[src/rtl/subneg_ctrl.sv]
// subneg_ctrl: instruction sequencer for the SUBNEG core.
// Fetches A, B, C from program ROM, reads mem[A] and mem[B], writes
// mem[B] - mem[A] back to mem[B], and branches to C on a negative result.
// pc_addr and dmem_addr are registers loaded with the value belonging to the
// state being entered, so each state presents its address for its whole
// cycle and holds it through a stall.
module subneg_ctrl #(
  parameter int unsigned           WIDTH     = 8,
  parameter logic [WIDTH-1:0]      HALT_ADDR = '1
) (
  input  logic             clk,
  input  logic             rst,
  input  logic             en,
  output logic [WIDTH-1:0] pc_addr,
  input  logic [WIDTH-1:0] prog_data,
  output logic [WIDTH-1:0] dmem_addr,
  input  logic [WIDTH-1:0] dmem_rdata,
  output logic [WIDTH-1:0] dmem_wdata,
  output logic             dmem_we,
  output logic [WIDTH-1:0] pc,
  output logic             halted
);

  localparam logic [2:0] S_FA   = 3'd0;
  localparam logic [2:0] S_FB   = 3'd1;
  localparam logic [2:0] S_FC   = 3'd2;
  localparam logic [2:0] S_RA   = 3'd3;
  localparam logic [2:0] S_RB   = 3'd4;
  localparam logic [2:0] S_LB   = 3'd5;
  localparam logic [2:0] S_EX   = 3'd6;
  localparam logic [2:0] S_HALT = 3'd7;

  logic [2:0]       state;
  logic [WIDTH-1:0] a;
  logic [WIDTH-1:0] b;
  logic [WIDTH-1:0] c;
  logic [WIDTH-1:0] op_a;
  logic [WIDTH-1:0] op_b;
  logic [WIDTH-1:0] res;
  logic [WIDTH-1:0] pc_next_seq;
  logic             neg;

  // Subtraction result and sequential-PC candidate.
  always_comb begin
    res         = op_b - op_a;
    neg         = res[WIDTH-1];
    pc_next_seq = pc + WIDTH'(3);
  end

  // Write strobe only in an enabled, non-reset execute cycle, so a stalled
  // or reset-aborted execute never writes.
  assign dmem_we    = en && !rst && (state == S_EX);
  assign dmem_wdata = res;
  assign halted     = (state == S_HALT);

  // Instruction sequencing FSM with registered address outputs.
  always_ff @(posedge clk) begin
    if (rst) begin
      state     <= S_FA;
      pc        <= '0;
      a         <= '0;
      b         <= '0;
      c         <= '0;
      op_a      <= '0;
      op_b      <= '0;
      pc_addr   <= '0;
      dmem_addr <= '0;
    end else if (en) begin
      case (state)
        S_FA: begin
          pc_addr <= pc + WIDTH'(1);
          state   <= S_FB;
        end
        S_FB: begin
          a       <= prog_data;
          pc_addr <= pc + WIDTH'(2);
          state   <= S_FC;
        end
        S_FC: begin
          b         <= prog_data;
          dmem_addr <= a;
          state     <= S_RA;
        end
        S_RA: begin
          c         <= prog_data;
          dmem_addr <= b;
          state     <= S_RB;
        end
        S_RB: begin
          op_a  <= dmem_rdata;
          state <= S_LB;
        end
        S_LB: begin
          op_b  <= dmem_rdata;
          state <= S_EX;
        end
        S_EX: begin
          if (neg) begin
            pc <= c;
            if (c == HALT_ADDR) begin
              state <= S_HALT;
            end else begin
              pc_addr <= c;
              state   <= S_FA;
            end
          end else begin
            pc      <= pc_next_seq;
            pc_addr <= pc_next_seq;
            state   <= S_FA;
          end
        end
        default: begin
          state <= S_HALT;
        end
      endcase
    end
  end

endmodule
[config.mk]
export PLATFORM = sky130hd
export DESIGN_NAME = subneg_ctrl
export DESIGN_NICKNAME = d
export VERILOG_FILES = /design/src/rtl/subneg_ctrl.sv
export SDC_FILE = /design/constraint.sdc
export NUM_CORES = 1
export LEC_CHECK = 0
export BUFFER_PORTS_ARGS = -buffer_cell sky130_fd_sc_hd__buf_2
export CAP_MARGIN = 0
export CELL_PAD_IN_SITES_DETAIL_PLACEMENT = 1
export CELL_PAD_IN_SITES_GLOBAL_PLACEMENT = 1
export CORE_MARGIN = 1
export CORE_UTILIZATION = 42
export CTS_CLUSTER_SIZE = 25
export DETAILED_ROUTE_END_ITERATION = 12
export PLACE_DENSITY_LB_ADDON = 0.1
export SKIP_CTS_REPAIR_TIMING = 1
export SYNTH_ARGS = -nofsm -noshare
export SYNTH_HDL_FRONTEND = slang
export SYNTH_SLANG_ARGS = --single-unit
[constraint.sdc]
create_clock -name clk -period 3.2 [get_ports clk]
set_clock_uncertainty 0.15 [all_clocks]
set_input_delay 0.96 -clock clk [delete_from_list [all_inputs] [get_ports clk]]
set_output_delay 0.96 -clock clk [all_outputs]
set_load 0.01 [all_outputs]
==> run_results.csv <==
group,metric,value,unit
global_routing,antenna_found_initial,0,
power,leakage,1.63,nW
power,power_per_cell_area,435,nW/um^2
place,dp_hpwl,7340,microns
synthesis,synth_area_leaders,"dfxtp_1, nand2_1, a21oi_1, ha_1, nor2_1",
timing,rsz0062_at_grt,"yes",
route,wire_per_inst,16.7,microns
timing,min_period,3.26,ns
route,vias_per_cell,5.62,
timing,max_freq,307,MHz
setup_path,reg2reg_slack,0.69,ns
clocking,cts_buffer_depth,2,
power,ir_drop,208,uV
timing,setup_violations,1,
synthesis,synth_edf_count,0,
global_routing,grt.total_usage,24.9,%
timing,slew_headroom,54.4,%
clocking,clkTransAtPathRegs,0.08,ns
route,dr.pass1.iters,4,
synthesis,avgSynthCellArea,7.67,sq um
status,status,"finished with violations",
power,intPower,1.30,mW
timing,setup_ws,-0.0584,ns
setup_path,reg2reg_depth,9,
synthesis,synth_cells,456,
route,wl,10400,microns
layout,nets,545,
synthesis,syn_area,3500,sq um
setup_path,cp.required,2.09,ns
synthesis,ys_types,61,
route,remaining_drc_errors,0,
route,num_vias,3487,
clocking,tritoncts,"built",
worst_hold_path,worstHoldPathType,"flop to flop",
power,seq_power_share,48.2,%
clocking,clock_sinks,67,
power,p_comb_share,11.1,%
floorplanning,io_pins,53,
status,violations,"negative setup slack",
layout,layout-drive-gt1-share,21.0,%
clocking,cts.root.buffer_cell,"clkbuf_8",
power,power_frac_clock,40.7,%
global_routing,grt_pass1_vias,3450,
clocking,h-tree-depth,3,
synthesis,synth_fp_nets,487,
worst_hold_path,min_delay_path_depth,2,
synthesis,ys.flop_type,"dfxtp_1",
floorplanning,die_x,93.2,microns
timing,tightest_slew,0.682,ns
timing,drv_slew,0,
floorplanning,row_count,32,
global_routing,grt_max_degree,61,
power,power_switching,0.506,mW
floorplanning,start_util,44.3,%
clocking,cts_buffers,9,
layout,antenna-diode-count,0,
synthesis,ys_top_cells_by_count,"nand2_1, dfxtp_1, a21oi_1",
route,drtIter0Drc,140,
synthesis,async_flop_share,0,%
synthesis,synth_most_common_cell,"nand2_1",
synthesis,synth_seq_cells,67,
layout,area_growth,18.6,%
setup_path,setup.worst_path.class,"flop to primary output",
timing,min_period_over_period,102,%
clocking,clock_latency,0.35,ns
synthesis,yosys.area.top_type,"dfxtp_1",
timing,hold_viol_final,0,
global_routing,grt_pass1_wl,16800,microns
synthesis,synth.top_cell.area_share,38.4,%
route,ant_nets,0,
global_routing,gr-total-overflow,0,
flow_run,max-cap-violations,0,
place,port_buffers,52,
layout,stdcell_count,621,
setup_path,critical_path_arrival,2.15,ns
power,p_sw_share,28.1,%
setup_path,critPathLaunchType,"flop",
floorplanning,die_h,93.2,microns
synthesis,ys_seq_area_share,38.4,%
place,placedCellCount,600,
setup_path,cp_max_fo,2,
floorplanning,coreArea,7890,sq um
place,place.gp.congestion,0.842,
power,total_power,1.80,mW
floorplanning,die-area,8690,sq um
timing,fin_setup_tns,-0.0584,ns
setup_path,cp-end-kind,"primary output",
synthesis,ys.warnings.count,0,
[power by group through the flow]
stage               Combinational [mW]  Sequential [mW]  Clock (mW)
CTS                              0.193            0.869       0.750
floorplan                        0.118            0.892           0
global route                     0.222            0.872       0.783
global placement                 0.187            0.887           0
finish                           0.200            0.869       0.735
detailed placement               0.192            0.889           0
[through the flow]
stage                     setup slack, ns  cell area [sq um]  hold slack [ns]  util [%]
after global routing               -0.197               4150            0.324      52.6
after global placement              0.224               3870            0.293      49.1
after CTS                          -0.244               4070            0.311      51.6
after detailed placement            0.142               3870            0.299      49.1
after floorplan                     0.376               3500            0.286         -
final                             -0.0584               4150            0.308      52.6
[cell type report]
cell class / count / area, sq um
Tap cell: 102 / 128
Inverter: 19 / 71.3
Multi-Input combinational cell: 348 / 2020
Timing Repair Buffer: 69 / 388
Clock buffer: 9 / 124
Clock inverter: 7 / 75.1
Fill cell: 1018 / 3740
Sequential cell: 67 / 1340
[placed cells by master, fill, tap and decap left out, types with 9 or more instances in the layout]
cell type	n
a21oi_1	53
a311oi_1	13
buf_2	52
buf_4	17
clkbuf_8	9
dfxtp_1	66
ha_1	9
inv_1	16
nand2_1	116
nand3_1	14
nor2_1	32
o21ai_0	12
[layer usage]
| metal | GRT usage, % | up-vias | wire length, microns |
|---|---|---|---|
| li1 | - | 1700 | - |
| met1 | 32.0 | 1692 | 4650 |
| met2 | 42.1 | 80 | 5060 |
| met3 | 3.50 | 15 | 540 |
| met4 | 9.87 | 0 | 153 |
| met5 | 0 | - | 0 |
[critical path, stage by stage, from the launching register on]
cell and delay (ns):
dfxtp_2 0.34, inv_2 0.04, ha_4 0.15, fa_2 0.36, nor2b_1 0.12, o21ai_1 0.10
a21boi_1 0.18, o21a_1 0.18, nor2_2 0.05, xnor2_1 0.15, buf_2 0.15
[logic make-up (layout without fill, tap and decap cells)]
family	count (synthesis)	in the layout	synth area share, %
DFF	67	67	38.4
xor gates and xnor gates	13	13	3.26
AOI/OAI and AO/OA	116	116	21.6
adders and majority gates	12	12	4.51
buffers and inverters	41	104	4.90
and+or+nand+nor	203	203	26.2
muxes	4	4	1.15
[final timing paths]
check / start / end
hold / removal: b[5] / b[5]
setup / recovery: op_b[0] / dmem_wdata[6]
setup reg to reg: op_a[4] / pc_addr[2]
hold reg to reg: b[5] / b[5]
[sequential cells by signal, summed over array words and instances (netlist names)]
signal     flops
dmem_addr      8
pc             8
op_b           8
state          3
b              8
pc_addr        8
a              8
c              8
op_a           8
(Power assumes the default switching activity.)
